**src/rtl/writeback_unit.sv**
```systemverilog
// Retirement/write-back stage: ALU results and load responses to the register file write port.
// WB_LOAD_ALIGN_EN enables byte/half lane extraction and sign/zero extension of load data.
module writeback_unit (
  input  logic        clk,
  input  logic        rst_n,
  input  logic        ex_valid,
  output logic        ex_ready,
  input  logic [4:0]  ex_rd,
  input  logic [31:0] ex_result,
  input  logic        ex_is_load,
  input  logic [2:0]  ex_funct3,
  input  logic [1:0]  ex_addr_lo,
  input  logic        mem_rvalid,
  input  logic [31:0] mem_rdata,
  output logic [4:0]  rd,
  output logic [31:0] rdv,
  output logic        reg_wen,
  output logic        pend_valid,
  output logic [4:0]  pend_rd,
  output logic [31:0] retire_count
);

  typedef enum logic {IDLE, WAIT_MEM} state_t;

  state_t      state;
  logic [31:0] load_data;

  assign ex_ready = (state == IDLE);

`ifdef WB_LOAD_ALIGN_EN
  logic [2:0] ld_funct3;
  logic [1:0] ld_addr_lo;
  logic [7:0]  lane_b;
  logic [15:0] lane_h;

  always_comb begin
    lane_b    = mem_rdata[8*ld_addr_lo +: 8];
    lane_h    = ld_addr_lo[1] ? mem_rdata[31:16] : mem_rdata[15:0];
    load_data = mem_rdata;
    case (ld_funct3)
      3'd0:    load_data = {{24{lane_b[7]}}, lane_b};
      3'd1:    load_data = {{16{lane_h[15]}}, lane_h};
      3'd4:    load_data = {24'd0, lane_b};
      3'd5:    load_data = {16'd0, lane_h};
      default: load_data = mem_rdata;
    endcase
  end

  always_ff @(posedge clk or negedge rst_n) begin
    if (!rst_n) begin
      ld_funct3  <= '0;
      ld_addr_lo <= '0;
    end else if (ex_valid && ex_ready && ex_is_load) begin
      ld_funct3  <= ex_funct3;
      ld_addr_lo <= ex_addr_lo;
    end
  end
`else
  logic unused_load_fields;
  assign unused_load_fields = ^{ex_funct3, ex_addr_lo};
  assign load_data = mem_rdata;
`endif

  // pend_rd doubles as the captured load destination while in WAIT_MEM
  always_ff @(posedge clk or negedge rst_n) begin
    if (!rst_n) begin
      state        <= IDLE;
      rd           <= '0;
      rdv          <= '0;
      reg_wen      <= 1'b0;
      pend_valid   <= 1'b0;
      pend_rd      <= '0;
      retire_count <= '0;
    end else begin
      reg_wen <= 1'b0;
      case (state)
        IDLE: begin
          if (ex_valid) begin
            if (ex_is_load) begin
              state      <= WAIT_MEM;
              pend_valid <= 1'b1;
              pend_rd    <= ex_rd;
            end else begin
              rd           <= ex_rd;
              rdv          <= ex_result;
              reg_wen      <= (ex_rd != '0);
              retire_count <= retire_count + 32'd1;
            end
          end
        end
        WAIT_MEM: begin
          if (mem_rvalid) begin
            rd           <= pend_rd;
            rdv          <= load_data;
            reg_wen      <= (pend_rd != '0);
            retire_count <= retire_count + 32'd1;
            state        <= IDLE;
            pend_valid   <= 1'b0;
            pend_rd      <= '0;
          end
        end
        default: state <= IDLE;
      endcase
    end
  end

endmodule

```
**config.mk**
```make
export PLATFORM = sky130hd
export DESIGN_NAME = writeback_unit
export DESIGN_NICKNAME = d
export VERILOG_FILES = /design/src/rtl/writeback_unit.sv
export SDC_FILE = /design/constraint.sdc
export NUM_CORES = 1
export LEC_CHECK = 0
export CORE_MARGIN = 2
export CORE_UTILIZATION = 38
export CTS_CLUSTER_DIAMETER = 30
export DETAILED_ROUTE_END_ITERATION = 8
export PLACE_DENSITY = 0.87
export SYNTH_ARGS = -nofsm -noshare
export SYNTH_HDL_FRONTEND = slang
export SYNTH_SLANG_ARGS = --single-unit
```
**constraint.sdc**
```tcl
create_clock -name clk -period 1.7 [get_ports clk]
set_input_delay 0.17 -clock clk [delete_from_list [all_inputs] [get_ports clk]]
set_output_delay 0.17 -clock clk [all_outputs]
set_load 0.05 [all_outputs]
```
==> flow_metrics.tcl, run 1 <==
set metrics [dict create \
    synth_top_area_share_pct 54.92 \
    initial_utilization_pct 38.52 \
    critPathArrivalTime_ps 2080 \
    synthTopCellsByArea "dfrtp_1, mux2i_1, nand2_1, o21ai_0, xor2_1" \
    worst_pin_slew_ps 530.1 \
    wirelength_um 9549 \
    wl_per_cell_um 15.23 \
    die_h_um 100.1 \
    timing.rr.end "retire_count[23]" \
    die_area_um2 10020 \
    grt_pass1_vias 3153 \
    timing.rr.start "state" \
    yosysTopAreaCell "dfrtp_1" \
    portBuffers 150 \
    num_io_pins 156 \
    setup_tns_ps -614.6 \
    reg2regPathDepth 7 \
    p_seq_share_pct 38.1 \
    ys_types 33 \
    antenna_found_initial 0 \
    yosysSeqAreaShare_pct 54.92 \
    root_buffer "clkbuf_8" \
    cp_cell_sequence "nor3b_2 > buf_4 > o21bai_1 > or3_4 > buf_4 > nor3_4 > xor2_1" \
    cp_top_family "simple AND/OR/NAND/NOR gates" \
    syn-mean-instance-area_um2 10.63 \
    period_needed_ps 1813 \
    slowest_stage "or3_4" \
    violations "setup timing" \
    fin_ws_ps -113.2 \
    track_usage_pct 19.26 \
    rrSetupSlack_ps -110 \
    drt_iter0_drc 70 \
    outcome "complete, but fails checks" \
    grt_overflow 0 \
    drive_above_1_share_pct 27.13 \
    ctsLongestPathBuffers 2 \
    synth_area_um2 3508 \
    grt_first_pass_wirelength_um 15220 \
    start_kind "flop" \
    hold_viol_final 0 \
    route.detailed.drc 0 \
    timing.fmax_mhz 551.5 \
    yosys_warnings 0 \
    sw_frac_of_total_pct 41.99 \
    avgViaCountPerCell 5.013 \
    ant_nets 0 \
    p_switching_w 0.002619 \
    maxCapViolCount 0 \
    finalPower_w 0.006237 \
    cp.required_ps 1970 \
    synth.net_count 410 \
    cts_tree "yes" \
    power.internal_w 0.003618 \
    dp_hpwl_um 7057 \
    fin_crit_sh_pct 106.7 \
    relSlewSlack_pct 64.60 \
    ir_drop_uv 581.9 \
    worst_setup_path_end_kind "flop" \
    cts-buffers-inserted 9 \
    cts_sinks 77 \
    clkPwrFrac_pct 19.6 \
    gp_congestion 0.8722 \
    synth_seq_cells 77 \
    die_w_um 100.1 \
    finalClockSkew_ps 10.52 \
    cpPeakStageDelay_ps 460 \
    path_clk_slew_ps 80 \
    grt_max_degree 71 \
    setup_violations 10 \
    fillCellCount 722 \
    core_area_um2 9109 \
    worstSetupPathType "reg2reg" \
    critical_path_peak_fanout 6 \
    row_count 35 \
    p_leak_nw 2.919 \
    drv_slew 0 \
    area_growth_pct 63.05 \
    cp_common_cell "buf_4" \
    synthCells 330 \
    pwr_density_cell_nw_per_um2 1090 \
    combPwrFrac_pct 42.3 \
    rsz0062_at_grt "yes" \
    min_path_type "in2async" \
    h-tree-depth 3 \
    final_nets 591 \
    num_vias 3143 \
    path_buf_inv 2 \
    num_antenna_cells 0 \
    dr.pass1.iters 4 \
    clk_latency_ps 350 \
]
timing repair:
action                                  CTS  global route
gates resized for setup                  25            43
hold buffers                              1             0
setup buffers                             1             5
endpoints found under the hold margin    35             0
pin swaps                                 4            17
endpoints found under the setup margin   36            35
through the flow:
stage	utilization, %	instances	worst slack (ps)	area (µm²)	hold WS (ps)
floorplan	-	330	-129.5	3597	-125.6
global placement	58.37	604	-269.7	5316	150.3
detailed placement	58.37	604	-309.5	5316	156.4
CTS	60.30	622	-79.02	5493	320.9
global route	62.80	627	-221.2	5720	343.8
finish	62.80	627	-113.2	5720	321.4
power by group through the flow:
stage	Clock (W)	Combinational [W]	Sequential [W]
detailed placement	0	0.00273	0.00241
finish	0.00122	0.00264	0.00238
floorplan	0	0.000488	0.00355
global route	0.00136	0.00279	0.00242
global placement	0	0.00268	0.00240
CTS	0.00125	0.00267	0.00238
cells in the final DEF (no fill, tap or decap), drive strengths merged, types with 5 or more instances in the layout:
cell,n
dfrtp,77
buf,76
clkdlybuf4s50,73
nand2,53
o21ai,38
mux2i,38
dlygate4sd2,21
xor2,16
xnor2,15
dlymetal6s2s,14
nand3,14
nor2,13
clkbuf,11
inv,7
nand4,6
and3,6
o22ai,5
nor4,5
worst max-delay path by stage:
stage,start,end,depth (start not counted)
5_1_grt,state,retire_count[26],7
6_report,state,retire_count[23],7
3_3_place_gp,ex_valid,retire_count[23],7
2_1_floorplan,retire_count[3],retire_count[29],6
3_5_place_dp,ex_valid,retire_count[26],8
4_1_cts,state,retire_count[26],7
sequential cells by signal (all words and copies together) (netlist names):
register	cells
state	1
reg_wen	1
retire_count	32
rdv	32
rd	5
pend_rd	5
pend_valid	1
logic make-up after synthesis:
family,count (synthesis),share of synthesized area (%)
simple gates,111,15.87
mux,38,10.84
xor+xnor,31,7.739
buf+inv,22,2.461
flops,77,54.92
fa+ha+maj,1,0.3566
compound gates,50,7.810
cell type report:
type,count,area (µm²),area share (%)
Sequential cell,77,1948,34.06
Timing Repair Buffer,185,1727,30.18
Multi-Input combinational cell,231,1712,29.92
Clock buffer,11,141.4,2.472
Tap cell,111,138.9,2.428
Clock inverter,5,27.53,0.4812
Inverter,7,26.28,0.4593
cell usage after synthesis:
master,n
dfrtp_1,77
nand2_1,52
mux2i_1,38
o21ai_0,38
xor2_1,16
xnor2_1,15
nand3_1,14
nor2_1,13
clkbuf_1,8
inv_1,7
and3_1,6
nand4_1,6
o22ai_1,5
buf_1,4
nor3_1,4
a31oi_1,3
buf_2,3
nor4_2,3
or2_2,2
or3_1,2
or4_1,2
a32o_1,1
and2_1,1
and4_4,1
ha_1,1
nand2_2,1
nand2b_1,1
nor3b_2,1
nor4_1,1
nor4_4,1
o2111ai_1,1
o211ai_1,1
o21bai_1,1
layer usage:
metal | share of wire, % | track usage [%] | up-vias
met5 | 0 | 0 | -
met4 | 1.5 | 6.849 | 0
met3 | 7.5 | 5.710 | 15
met2 | 51 | 32.85 | 127
met1 | 40 | 23.25 | 1495
li1 | - | - | 1506
No activity file was read; power rests on OpenSTA's default activity.
==> inputs of run 2 (changes only) <==
- ABC_AREA: unset -> 1
- CORE_UTILIZATION: 38 -> 39
- CTS_CLUSTER_SIZE: unset -> 30
==> run 2 against run 1 <==
Net effect: the run now ends clean; combinational power about the same; design area down 2.2%; utilization fell by 4.8 points; sequential share of layout area up 0.43 points; sequential power about the same; sequential cell count unchanged; global-route usage up 0.20 points; clock-buffer cell count down 1; highest routed layer unchanged; worst hold slack lost 140 ps.
==> flow_metrics.tcl, run 2 <==
set metrics [dict create \
    fin_ws_ps 42.77 \
    wl_met2_um 5290 \
    reg_top3 "rdv: 32 flops, retire_count: 32 flops" \
    post-synth-top-count-cell "nand2_1" \
    timing.fmax_mhz 603.4 \
    antenna_found_initial 0 \
    sw_frac_of_total_pct 42.58 \
    outcome "finished, final reports clean" \
    synth_top_area_share_pct 50.44 \
    fillCellCount 888 \
    clkPwrFrac_pct 21.4 \
    num_antenna_cells 0 \
    clk_latency_ps 350 \
    path_clk_slew_ps 80 \
    ir_drop_uv 593.9 \
    worst_setup_path_end_kind "output pin" \
    initial_utilization_pct 39.63 \
    period_needed_ps 1657 \
    track_usage_pct 19.46 \
    slowest_stage "clkdlybuf4s50_1" \
    fin_crit_sh_pct 97.48 \
    yosys_warnings 0 \
    final_nets 710 \
    gp_congestion 0.9672 \
    syn-mean-instance-area_um2 8.025 \
    grt_first_pass_wirelength_um 16280 \
    num_io_pins 156 \
    synth.net_count 556 \
    combPwrFrac_pct 41.3 \
    wl_per_cell_um 13.60 \
    wirelength_um 10450 \
    synth_ff_type "dfrtp_1" \
    pwr_density_cell_nw_per_um2 1141 \
    finalClockSkew_ps 7.409 \
    critical_path_peak_fanout 1 \
    finalPower_w 0.006384 \
    dr.pass1.iters 4 \
    synthCells 476 \
    cp_top_family "buffers and inverters" \
    cts_tree "yes" \
    h-tree-depth 3 \
    final_common_cell "nand2_1" \
    cts_sinks 77 \
    area_growth_pct 46.45 \
    multi_input_area_um2 1675 \
    start_kind "flop" \
    die_area_um2 10600 \
    maxCapViolCount 0 \
    yosysTopAreaCell "dfrtp_1" \
    drt_iter0_drc 135 \
    synth_edf_count 0 \
    setup_violations 0 \
    grt_overflow 0 \
    min_path_type "in2async" \
    ys_types 26 \
    p_switching_w 0.002719 \
    p_leak_nw 2.580 \
    core_area_um2 9639 \
    drv_slew 0 \
    worstSetupPathType "reg2out" \
    p_seq_share_pct 37.4 \
    synthTopCellsByArea "dfrtp_1, nand2_1, nor2_1, a31oi_1, inv_1" \
    route.detailed.drc 0 \
    yosysSeqAreaShare_pct 50.44 \
    grt_max_degree 77 \
    avgViaCountPerCell 4.915 \
    synth_seq_cells 77 \
    drive_above_1_share_pct 14.80 \
    critPathArrivalTime_ps 1490 \
    ctsLongestPathBuffers 2 \
    top_layer_used "met4" \
    power.internal_w 0.003665 \
    final_cell_mix "nand2_1, dfrtp_1, nor2_1, clkdlybuf4s50_1, buf_4" \
    hold_viol_final 0 \
    portBuffers 150 \
    num_vias 3775 \
    ant_nets 0 \
    dpl.cell_count 751 \
    cp_cell_sequence "clkdlybuf4s50_1" \
    hold_ws_ps 182.6 \
    wl_met3_um 699 \
    rsz0062_at_grt "no" \
    die_h_um 103.0 \
    root_buffer "clkbuf_8" \
    die_w_um 103.0 \
    met1_length_um 4303 \
    synth_area_um2 3820 \
    path_buf_inv 1 \
    setup_tns_ps 0 \
    cts-buffers-inserted 9 \
    regArea_um2 1929 \
    row_count 36 \
    relSlewSlack_pct 64.11 \
    worst_pin_slew_ps 536.6 \
    place_ws_ps -37.54 \
    grt_pass1_vias 3564 \
    async_flop_share_pct 100.0 \
    dp_hpwl_um 7994 \
    finalNonFillerCells 768 \
    cpPeakStageDelay_ps 820 \
    ys_top_cells_by_count "nand2_1, dfrtp_1, nor2_1, a31oi_1, inv_1" \
    cp.required_ps 1530 \
]
## run 2: cells by family (layout without fill, tap and decap cells)
logic type,after synthesis,after routing,synth area share [%]
fa+ha+maj,1,1,0.3275
xor+xnor,21,21,4.815
simple gates,283,283,31.35
compound gates,44,44,7.107
buf+inv,50,209,5.961
flops,77,77,50.44
## run 2: layout make-up
type	instances	share of cell area [%]
tap	133	2.975
sequential	77	34.49
inverter	32	2.147
clock inverter	6	1.141
timing repair buffer	161	27.02
clock buffer	10	2.281
multi-input combinational	349	29.95
## run 2: stage by stage
stage | utilization [%] | area, µm²
2_1_floorplan | - | 3822
3_3_place_gp | 55.63 | 5363
3_5_place_dp | 55.63 | 5363
4_1_cts | 57.54 | 5547
5_1_grt | 58.03 | 5594
6_report | 58.03 | 5594
## run 2: repair_timing
item                       in CTS  in global routing
hold endpoints to repair       77                  0
hold buffers                    1                  0
gates resized for setup        14                 17
buffers inserted                0                  0
setup endpoints to repair      14                 17
## run 2: worst paths after layout
path / slack (ps) / cells past startpoint / start / endpoint
max: 40 / 1 / reg_wen / reg_wen
min: 180 / 2 / rst_n / retire_count[3]
max reg2reg: 140 / 7 / retire_count[0] / retire_count[20]
min reg2reg: 500 / 1 / retire_count[0] / retire_count[0]
max in group asynchronous: 940 / 3 / rst_n / rd[3]
min in group clk: 380 / 3 / ex_result[5] / rdv[5]
## run 2: power groups by stage
stage / logic (W) / registers (W) / clock network (W)
detailed placement: 0.00272 / 0.00242 / 0
floorplan: 0.000597 / 0.00352 / 0
global placement: 0.00267 / 0.00241 / 0
finish: 0.00263 / 0.00239 / 0.00136
global route: 0.00277 / 0.00243 / 0.00148
CTS: 0.00266 / 0.00239 / 0.00139
## run 2: per-layer routing
| layer | GRT usage, % | vias to the layer above |
|---|---|---|
| li1 | - | 1839 |
| met1 | 23.10 | 1773 |
| met2 | 34.62 | 148 |
| met3 | 5.424 | 15 |
| met4 | 5.263 | 0 |
| met5 | 0 | - |
